--- config.mk ---
export PLATFORM = sky130hd
export DESIGN_NAME = mem_bus_arbiter
export DESIGN_NICKNAME = d
export VERILOG_FILES = /design/src/rtl/sys_defs.sv /design/src/rtl/mem_tag_owner_table.sv /design/src/rtl/mem_bus_arbiter.sv
export SDC_FILE = /design/constraint.sdc
export NUM_CORES = 1
export LEC_CHECK = 0
export CAP_MARGIN = 20
export CORE_AREA = 2 2 214 216
export CTS_CLUSTER_DIAMETER = 120
export CTS_CLUSTER_SIZE = 30
export DETAILED_ROUTE_END_ITERATION = 16
export DIE_AREA = 0 0 216 218
export GPL_TIMING_DRIVEN = 0
export PLACE_DENSITY_LB_ADDON = 0.05
export SLEW_MARGIN = 0
export SYNTH_ARGS = -nofsm -noshare
export SYNTH_HDL_FRONTEND = slang
export SYNTH_SLANG_ARGS = --single-unit
export TNS_END_PERCENT = 1
--- constraint.sdc ---
create_clock -name clock -period 7.3 [get_ports clock]
set_input_delay 1.825 -clock clock [delete_from_list [all_inputs] [get_ports clock]]
set_output_delay 1.825 -clock clock [all_outputs]
set_load 0.05 [all_outputs]
--- src/rtl/sys_defs.sv ---
// Shared processor-to-memory bus types and arbiter defaults.
// Combinational typedefs only; no latency or backpressure of its own.
package sys_defs;

  localparam int NUM_TAGS_DEFAULT     = 15;
  localparam int STARVE_LIMIT_DEFAULT = 8;
  localparam int TAG_W                = 4;

  typedef enum logic [1:0] {
    BUS_NONE  = 2'h0,
    BUS_LOAD  = 2'h1,
    BUS_STORE = 2'h2
  } BUS_COMMAND;

  typedef enum logic {
    CLIENT_DC = 1'b0,
    CLIENT_IC = 1'b1
  } MEM_CLIENT;

  typedef enum logic [1:0] {
    ARB_IDLE    = 2'h0,
    ARB_HOLD_DC = 2'h1,
    ARB_HOLD_IC = 2'h2
  } ARB_STATE;

  typedef struct packed {
    logic      valid;
    MEM_CLIENT owner;
  } TAG_OWNER_ENTRY;

endpackage

--- src/rtl/mem_tag_owner_table.sv ---
// Owner table for outstanding load tags: one allocate port, one lookup/clear port; lookup is
// combinational, updates land at the clock edge. Error checks built only with MEM_ARB_TAG_CHECK_EN.
module mem_tag_owner_table
  import sys_defs::*;
#(
  parameter int NUM_TAGS = NUM_TAGS_DEFAULT
) (
  input  logic             clock,
  input  logic             reset,
  input  logic             alloc_en,
  input  logic [TAG_W-1:0] alloc_tag,
  input  MEM_CLIENT        alloc_owner,
  input  logic [TAG_W-1:0] lookup_tag,
  output logic             lookup_hit,
  output MEM_CLIENT        lookup_owner,
  input  logic             ic_store,
  output logic             tag_err
);

  TAG_OWNER_ENTRY entry_q [NUM_TAGS+1];

  logic alloc_ok;
  logic lookup_in_range;

  assign alloc_ok        = alloc_en && (alloc_tag != '0) && (int'(alloc_tag) <= NUM_TAGS);
  assign lookup_in_range = (lookup_tag != '0) && (int'(lookup_tag) <= NUM_TAGS);
  assign lookup_hit      = lookup_in_range && entry_q[lookup_tag].valid;
  assign lookup_owner    = entry_q[lookup_tag].owner;

  // Clear first, then allocate: a same-tag allocation in the return cycle wins.
  always_ff @(posedge clock or posedge reset) begin
    if (reset) begin
      for (int i = 0; i <= NUM_TAGS; i++) entry_q[i] <= '0;
    end else begin
      if (lookup_hit) entry_q[lookup_tag].valid <= 1'b0;
      if (alloc_ok) entry_q[alloc_tag] <= '{valid: 1'b1, owner: alloc_owner};
    end
  end

`ifdef MEM_ARB_TAG_CHECK_EN
  logic tag_err_q;
  logic err_now;

  assign err_now = ((lookup_tag != '0) && !lookup_hit)
                || (alloc_ok && entry_q[alloc_tag].valid && !(lookup_hit && (lookup_tag == alloc_tag)))
                || ic_store;

  always_ff @(posedge clock or posedge reset) begin
    if (reset) tag_err_q <= 1'b0;
    else       tag_err_q <= tag_err_q | err_now;
  end

  assign tag_err = tag_err_q;
`else
  logic unused_ic_store;
  assign unused_ic_store = ic_store;
  assign tag_err         = 1'b0;
`endif

endmodule

--- src/rtl/mem_bus_arbiter.sv ---
// Dcache/Icache arbiter for the single memory port; grant and response routing are same-cycle
// combinational, a refused request holds the grant until accepted or withdrawn. Optional MEM_ARB_TAG_CHECK_EN.
module mem_bus_arbiter
  import sys_defs::*;
#(
  parameter int NUM_TAGS     = NUM_TAGS_DEFAULT,
  parameter int STARVE_LIMIT = STARVE_LIMIT_DEFAULT,
  parameter int CNT_W        = $clog2(STARVE_LIMIT) + 1
) (
  input  logic        clock,
  input  logic        reset,
  input  logic [1:0]  dc_command,
  input  logic [63:0] dc_addr,
  input  logic [63:0] dc_data,
  output logic [3:0]  dc_response,
  output logic [3:0]  dc_tag,
  output logic [63:0] dc_rdata,
  input  logic [1:0]  ic_command,
  input  logic [63:0] ic_addr,
  output logic [3:0]  ic_response,
  output logic [3:0]  ic_tag,
  output logic [63:0] ic_rdata,
  output logic [1:0]  proc2mem_command,
  output logic [63:0] proc2mem_addr,
  output logic [63:0] proc2mem_data,
  input  logic [3:0]  mem2proc_response,
  input  logic [3:0]  mem2proc_tag,
  input  logic [63:0] mem2proc_data,
  output logic        tag_err
);

  ARB_STATE         state_q, state_d;
  logic [CNT_W-1:0] starve_q;
  logic             ic_starved;
  logic             grant_ic;
  logic [1:0]       gnt_cmd;
  logic             gnt_live;
  logic             accepted;
  logic [3:0]       resp_vis;
  logic             lookup_hit;
  MEM_CLIENT        lookup_owner;

  assign ic_starved = (starve_q == CNT_W'(STARVE_LIMIT)) && (ic_command != BUS_NONE);

  always_comb begin
    grant_ic = 1'b0;
    state_d  = state_q;
    case (state_q)
      ARB_IDLE:    grant_ic = !((dc_command != BUS_NONE) && !ic_starved);
      ARB_HOLD_DC: grant_ic = 1'b0;
      ARB_HOLD_IC: grant_ic = 1'b1;
      default:     grant_ic = 1'b0;
    endcase
    if ((gnt_cmd == BUS_NONE) || (mem2proc_response != 4'd0)) state_d = ARB_IDLE;
    else state_d = grant_ic ? ARB_HOLD_IC : ARB_HOLD_DC;
  end

  always_ff @(posedge clock or posedge reset) begin
    if (reset) state_q <= ARB_IDLE;
    else       state_q <= state_d;
  end

  // Reset masks the port so clients see nothing while they are being reset themselves.
  assign gnt_cmd  = grant_ic ? ic_command : dc_command;
  assign gnt_live = !reset && (gnt_cmd != BUS_NONE);
  assign accepted = gnt_live && (mem2proc_response != 4'd0);
  assign resp_vis = gnt_live ? mem2proc_response : 4'd0;

  assign proc2mem_command = gnt_live ? gnt_cmd : BUS_NONE;
  assign proc2mem_addr    = !gnt_live ? 64'd0 : (grant_ic ? ic_addr : dc_addr);
  assign proc2mem_data    = (gnt_live && !grant_ic) ? dc_data : 64'd0;
  assign dc_response      = grant_ic ? 4'd0 : resp_vis;
  assign ic_response      = grant_ic ? resp_vis : 4'd0;

  always_ff @(posedge clock or posedge reset) begin
    if (reset) begin
      starve_q <= '0;
    end else if ((ic_command == BUS_NONE) || (grant_ic && accepted)) begin
      starve_q <= '0;
    end else if (!grant_ic && (starve_q != CNT_W'(STARVE_LIMIT))) begin
      starve_q <= starve_q + 1'b1;
    end
  end

  mem_tag_owner_table #(.NUM_TAGS(NUM_TAGS)) u_owner_table (
    .clock        (clock),
    .reset        (reset),
    .alloc_en     (accepted && (gnt_cmd == BUS_LOAD)),
    .alloc_tag    (mem2proc_response),
    .alloc_owner  (grant_ic ? CLIENT_IC : CLIENT_DC),
    .lookup_tag   (mem2proc_tag),
    .lookup_hit   (lookup_hit),
    .lookup_owner (lookup_owner),
    .ic_store     (!reset && (ic_command == BUS_STORE)),
    .tag_err      (tag_err)
  );

  assign dc_tag   = (lookup_hit && (lookup_owner == CLIENT_DC)) ? mem2proc_tag  : 4'd0;
  assign dc_rdata = (lookup_hit && (lookup_owner == CLIENT_DC)) ? mem2proc_data : 64'd0;
  assign ic_tag   = (lookup_hit && (lookup_owner == CLIENT_IC)) ? mem2proc_tag  : 4'd0;
  assign ic_rdata = (lookup_hit && (lookup_owner == CLIENT_IC)) ? mem2proc_data : 64'd0;

endmodule

* Word-level counts from Yosys, hierarchy flattened
Index checks and enable logic that the tools add are counted.
** Word-level totals
- Output and inout bits :: 275
- Register bits :: 38
- Bits of input ports :: 270
- Word-level logic and storage cells :: 104
** Operators by class
- Add/sub/neg operators :: 1
- Muxes and demuxes :: 29
- Reductions and logical operators :: 29
- $lt $le $gt $ge :: 4
- Bitwise gates (word level) :: 3
- Equality and inequality tests :: 4
** Operator list (count)
- $mux 64 :: 5
- $bwmux 32 :: 2
- $mux 32 :: 2
- $mux 4 :: 7
- $demux 2 s4 :: 2
- $mux 2 :: 8
- $logic_and 1x1->1 :: 14
- $ge 5x5->1 const B :: 2
- $lt 5x1->1 const B :: 2
- $not 4->5 :: 2
- $bmux 2 s4 :: 1
- $reduce_bool 2->1 :: 4
- $reduce_bool 4->1 :: 2
- $logic_not 2->1 :: 3
- $add 4x1->4 const B :: 1
- $eq 4x4->1 const B :: 1
- $logic_not 1->1 :: 4
- $ne 4x4->1 const B :: 1
- $eq 2x1->1 const B :: 1
- $eq 2x2->1 const B :: 1
- $logic_or 1x1->1 :: 2
- $pmux 1 s2 :: 1
- $mux 1 :: 1
- $not 1->1 :: 1

* Longest topological paths before layout
- Depth after elaboration :: 13
- Mapped depth :: 10
- Mapped depth without buffers :: 8

* Hierarchy
A second synthesis with hierarchy kept.
** Unflattened totals
- Cell total of the unflattened synthesis :: 634
- Area, all modules :: 4388.0 um^2
** Modules (own cells, without submodules)
- mem_bus_arbiter :: cells an instance 501, seq. area each 150.1 um^2, area an instance 2849.0 um^2, times used 1
- mem_tag_owner_table :: cells an instance 133, seq. area each 775.7 um^2, area an instance 1539.0 um^2, times used 1

* Worst setup path before layout
OpenSTA, ideal clock, no wires.
- Path type :: input to output
- Start :: input port dc_command[0]
- End :: output port proc2mem_addr[10]
- Buffers on the path :: 3
- Arrival time :: 4.007 ns
- Required time :: 5.475 ns
- Cell stages on the path :: 8
- Path slack :: 1.468 ns
- Path through :: nor3b_1 -> mux2_2 -> or3_1 -> clkbuf_2 -> a21o_1 -> clkbuf_1 -> buf_1 -> a21oi_1
** Between the ends
- Cells in the longest elaborated chain, start to end :: 8
- Elaborated cells on any way between the ends :: 9
- Those cells by class :: 4 x mux; 5 x reduce/logical
** RTL lines
- start, declared :: RTL line mem_bus_arbiter.sv:12 : input logic [1:0] dc_command,
- $reduce_bool 2->1 :: RTL line mem_bus_arbiter.sv:49 : ARB_IDLE: grant_ic = !((dc_command != BUS_NONE) && !ic_starved);
- $logic_and 1x1->1 :: RTL line mem_bus_arbiter.sv:49
- $logic_not 1->1 :: RTL line mem_bus_arbiter.sv:49
- $pmux 1 s2 :: RTL line mem_bus_arbiter.sv:48 : case (state_q)
- $mux 2 :: RTL line mem_bus_arbiter.sv:64 : assign gnt_cmd = grant_ic ? ic_command : dc_command;
- $reduce_bool 2->1 :: RTL line mem_bus_arbiter.sv:65 : assign gnt_live = !reset && (gnt_cmd != BUS_NONE);
- $logic_and 1x1->1 :: RTL line mem_bus_arbiter.sv:65
- $mux 64 (*) :: RTL line mem_bus_arbiter.sv:70 : assign proc2mem_addr = !gnt_live ? 64'd0 : (grant_ic ? ic_addr : dc_addr);
- end, declared :: RTL line mem_bus_arbiter.sv:24 : output logic [63:0] proc2mem_addr,
Mark *: on every way between the ends. The rest lies on a longest branch, timed or not.

* Worst setup path in the final report
- Start :: input port ic_command[1]
- End :: output port proc2mem_addr[4]
** Between the ends
- Cells in the longest elaborated chain, start to end :: 10
- Elaborated cells on any way between the ends :: 11
- Those cells by class :: 4 x mux; 7 x reduce/logical
** RTL lines
- start, declared :: RTL line mem_bus_arbiter.sv:18 : input logic [1:0] ic_command,
- $reduce_bool 2->1 :: RTL line mem_bus_arbiter.sv:43 : assign ic_starved = (starve_q == CNT_W'(STARVE_LIMIT)) && (ic_command != BUS_NONE);
- $logic_and 1x1->1 :: RTL line mem_bus_arbiter.sv:43
- $logic_not 1->1 :: RTL line mem_bus_arbiter.sv:49
- $logic_and 1x1->1 :: RTL line mem_bus_arbiter.sv:49
- $logic_not 1->1 :: RTL line mem_bus_arbiter.sv:49
- $pmux 1 s2 :: RTL line mem_bus_arbiter.sv:48
- $mux 2 :: RTL line mem_bus_arbiter.sv:64
- $reduce_bool 2->1 :: RTL line mem_bus_arbiter.sv:65
- $logic_and 1x1->1 :: RTL line mem_bus_arbiter.sv:65
- $mux 64 (*) :: RTL line mem_bus_arbiter.sv:70
Marks and branches as above.

==> results.sh <==
export IMPL_outcome="finished, final reports clean"
export IMPL_htree_levels=2
export IMPL_seq_power_share_pct=17.1
export IMPL_crit_family="buffers and inverters"
export IMPL_cp_common_cell="clkdlybuf4s50_1"
export IMPL_yosys_area_share_simple_pct=50.5
export IMPL_multiInputGateArea_um2=3250
export IMPL_sw_frac_of_total_pct=48.1
export IMPL_p_clk_share_pct=15.3
export IMPL_area_growth_pct=144
export IMPL_vias_per_cell=3.57
export IMPL_port_buffers=540
export IMPL_antenna_found_initial=2
export IMPL_ir_drop_mv=0.0664
export IMPL_initial_core_util_pct=9.87
export IMPL_timing_final_ws_setup_ns=0.240
export IMPL_dr_pass1_iters=4
export IMPL_ant_nets=0
export IMPL_core_area_um2=44900
export IMPL_yosys_area_top_type="and2_1"
export IMPL_ys_types=55
export IMPL_cp_arrival_ns=5.23
export IMPL_worstSetupEndpointType="output pin"
export IMPL_r2r_cells=8
export IMPL_hpwl_um=26000
export IMPL_crit_slowest_cell="clkdlybuf4s50_1"
export IMPL_drv_cap=0
export IMPL_cts_buffer_depth=2
export IMPL_synth_compound_area_share_pct=13.6
export IMPL_path_buf_inv=4
export IMPL_clock_latency_ns=0.29
export IMPL_slowest_delay_ns=0.87
export IMPL_hp_class="reg2reg"
export IMPL_drc=0
export IMPL_syn_avg_cell_area_um2=6.85
export IMPL_grt_pass1_vias=6328
export IMPL_fmax_mhz=142
export IMPL_rows=78
export IMPL_p_sw_uw=705
export IMPL_synthesis_instances=647
export IMPL_fp_dieH_um=218
export IMPL_synthFlopType="dfrtp_1"
export IMPL_place_congestion=0.757
export IMPL_min_period_ns=7.06
export IMPL_tightest_slew_ns=0.685
export IMPL_ios=545
export IMPL_ys_ff_latch=37
export IMPL_synth_edf_count=0
export IMPL_crit_chain="clkdlybuf4s50_1, nor2_1, o211a_1, or3_2, a21o_1, clkbuf_1, buf_1, a21oi_1, clkdlybuf4s50_1"
export IMPL_finalMaxSlewViolations=0
export IMPL_comb_power_share_pct=67.7
export IMPL_crit_path_max_fanout=10
export IMPL_skew_ns=0.00800
export IMPL_numCtsBuffers=5
export IMPL_fin_nets=1467
export IMPL_yosys_warnings=0
export IMPL_finalHoldViolCount=0
export IMPL_synth_top_family_by_area="simple AND/OR/NAND/NOR gates"
export IMPL_cts_tree="built"
export IMPL_drive_gt1_share_pct=4.85
export IMPL_drt_total_wl_um=30100
export IMPL_cts_root_buf="clkbuf_16"
export IMPL_synth_fa_ha_area_share_pct=0.564
export IMPL_power_internal_uw=763
export IMPL_drtIter0Drc=227
export IMPL_crit_type="in2out"
export IMPL_grt_max_degree=38
export IMPL_cp_depth=9
export IMPL_synth_fp_nets=919
export IMPL_detailedPlace_worstSlack_ns=-0.00800
export IMPL_yosysTopAreaCellShare_pct=28.4
export IMPL_grt_ovfl_total=0
export IMPL_setup_violations=0
export IMPL_timing_final_crit_share_pct=96.7
export IMPL_crit_path_start_kind="primary input"
export IMPL_yosys_area_share_xor_xnor_pct=0.593
export IMPL_via_count=6426
export IMPL_power_density_nw_per_um2=136
export IMPL_max_slew_margin_rel_pct=54.3
export IMPL_required_ns=5.48
export IMPL_fillers=4995
export IMPL_dieArea_um2=47100
export IMPL_leakagePower_uw=0.00443
export IMPL_die_w_um=216
export IMPL_synth_commonest_cells="201 x and2_1, 148 x nand2_1, 67 x a21oi_1"
export IMPL_synth_area_um2=4430
export IMPL_synth_most_common_cell="and2_1"
export IMPL_ys_top_cells_by_area="and2_1 28%, dfrtp_1 21%, nand2_1 13%, a21oi_1 7.6%, clkbuf_1 3.3%"
export IMPL_cts_sinks=37
export IMPL_async_flop_share_pct=100
export IMPL_track_usage_pct=11.9
export IMPL_rsz0062_at_grt="false"
export IMPL_holdPathStages=1
export IMPL_clk_pin_slew_ns=0.06
export IMPL_ys_seq_area_share_pct=20.9
export IMPL_final_core_util_pct=24.1
export IMPL_synth_mux_area_share_pct=7.96
export IMPL_regArea_um2=926
export IMPL_wl_per_cell_um=16.7
export IMPL_grt_pass1_wl_um=42400
## power groups by stage
stage | clock, uW | combinational (uW) | sequential, uW
finish | 224 | 994 | 251
global route | 240 | 1060 | 254
CTS | 233 | 1010 | 251
detailed placement | 0 | 1010 | 254
global placement | 0 | 1020 | 255
floorplan | 0 | 585 | 248
## cell type report
| class | instances | share of cell area, % |
|---|---|---|
| inverters | 7 | 0.243 |
| repair buffers | 541 | 50.5 |
| clock inverters | 2 | 0.127 |
| flip-flops and latches | 37 | 8.57 |
| clock buffers | 6 | 1.29 |
| diodes | 2 | 0.0463 |
| plain buffers | 56 | 2.18 |
| well taps | 600 | 6.95 |
| multi-input cells | 547 | 30.1 |
## final timing paths
path                                                 from                         to  slack (ns)
max in group asynchronous                           reset  u_owner_table.entry_q[17]        4.98
worst max register to register                starve_q[0]   u_owner_table.entry_q[4]        4.52
min in group asynchronous                           reset                 state_q[1]        2.11
worst min-delay path            u_owner_table.entry_q[30]  u_owner_table.entry_q[30]        0.46
worst max-delay path                        ic_command[1]           proc2mem_addr[4]        0.24
worst min register to register  u_owner_table.entry_q[30]  u_owner_table.entry_q[30]        0.46
## flip-flops by register name, indices dropped and copies added, names as in the netlist
register,count
u_owner_table.entry_q,31
starve_q,4
state_q,2
## worst register-to-register path, stage by stage, from the launching register on
cell and delay (ns):
dfrtp_1 0.40, inv_1 0.10, ha_1 0.20, nand3b_4 0.12, o211a_1 0.25, or4_4 0.56
buf_6 0.17, or4_4 0.57, mux2_4 0.31
## per-layer routing
metal	global-route usage (%)	vias up	wire length (um)
met5	0	-	0
met4	2.10	0	361
met3	4.23	16	2810
met2	22.5	317	15800
met1	12.9	2880	11100
li1	-	3213	-
## through the flow
step	TNS [ns]	hold WS, ns	area [um2]	instances	power (uW)
3_5_place_dp	-0.0135	0.449	10600	1788	1260
6_report	0	0.458	10800	1798	1470
3_3_place_gp	-0.0230	0.449	10600	1787	1270
2_1_floorplan	0	0.425	4430	647	833
5_1_grt	0	0.500	10800	1798	1550
4_1_cts	0	0.462	10800	1796	1490
## kinds of logic after synthesis
kind of cell	after synthesis
mux	24
fa+ha+maj	2
simple gates	413
buf+inv	63
other cells	1
flops	37
xor+xnor	3
compound gates	104
## placed cells by master, fill, tap and decap left out, types with 3 or more instances in the layout
master	netlist	final
clkdlybuf4s50_1	0	520
and2_1	201	201
nand2_1	148	148
a21oi_1	67	67
clkbuf_1	39	38
dfrtp_1	37	37
o21ai_0	16	16
dlymetal6s2s_1	0	15
mux2_2	10	10
nor2_1	9	9
nor3_1	8	8
buf_1	9	7
nand3_1	7	7
inv_1	7	6
or4_4	6	6
nand2b_1	6	6
mux4_2	6	6
clkbuf_2	2	5
mux2_4	5	5
clkbuf_16	0	5
dlygate4sd2_1	0	5
or4_1	4	4
and3_1	4	4
o31ai_1	4	4
a311oi_1	3	3
mux2i_1	3	3
buf_2	3	3
## repair_timing
item                                   in CTS  in global routing
hold buffers                                0                  0
gates resized for setup                     5                 19
pin swaps                                   0                  0
setup endpoints to repair                   5                144
endpoints found under the hold margin       0                  0
buffers inserted                            0                  0
Power figures use the tool's default switching activity.
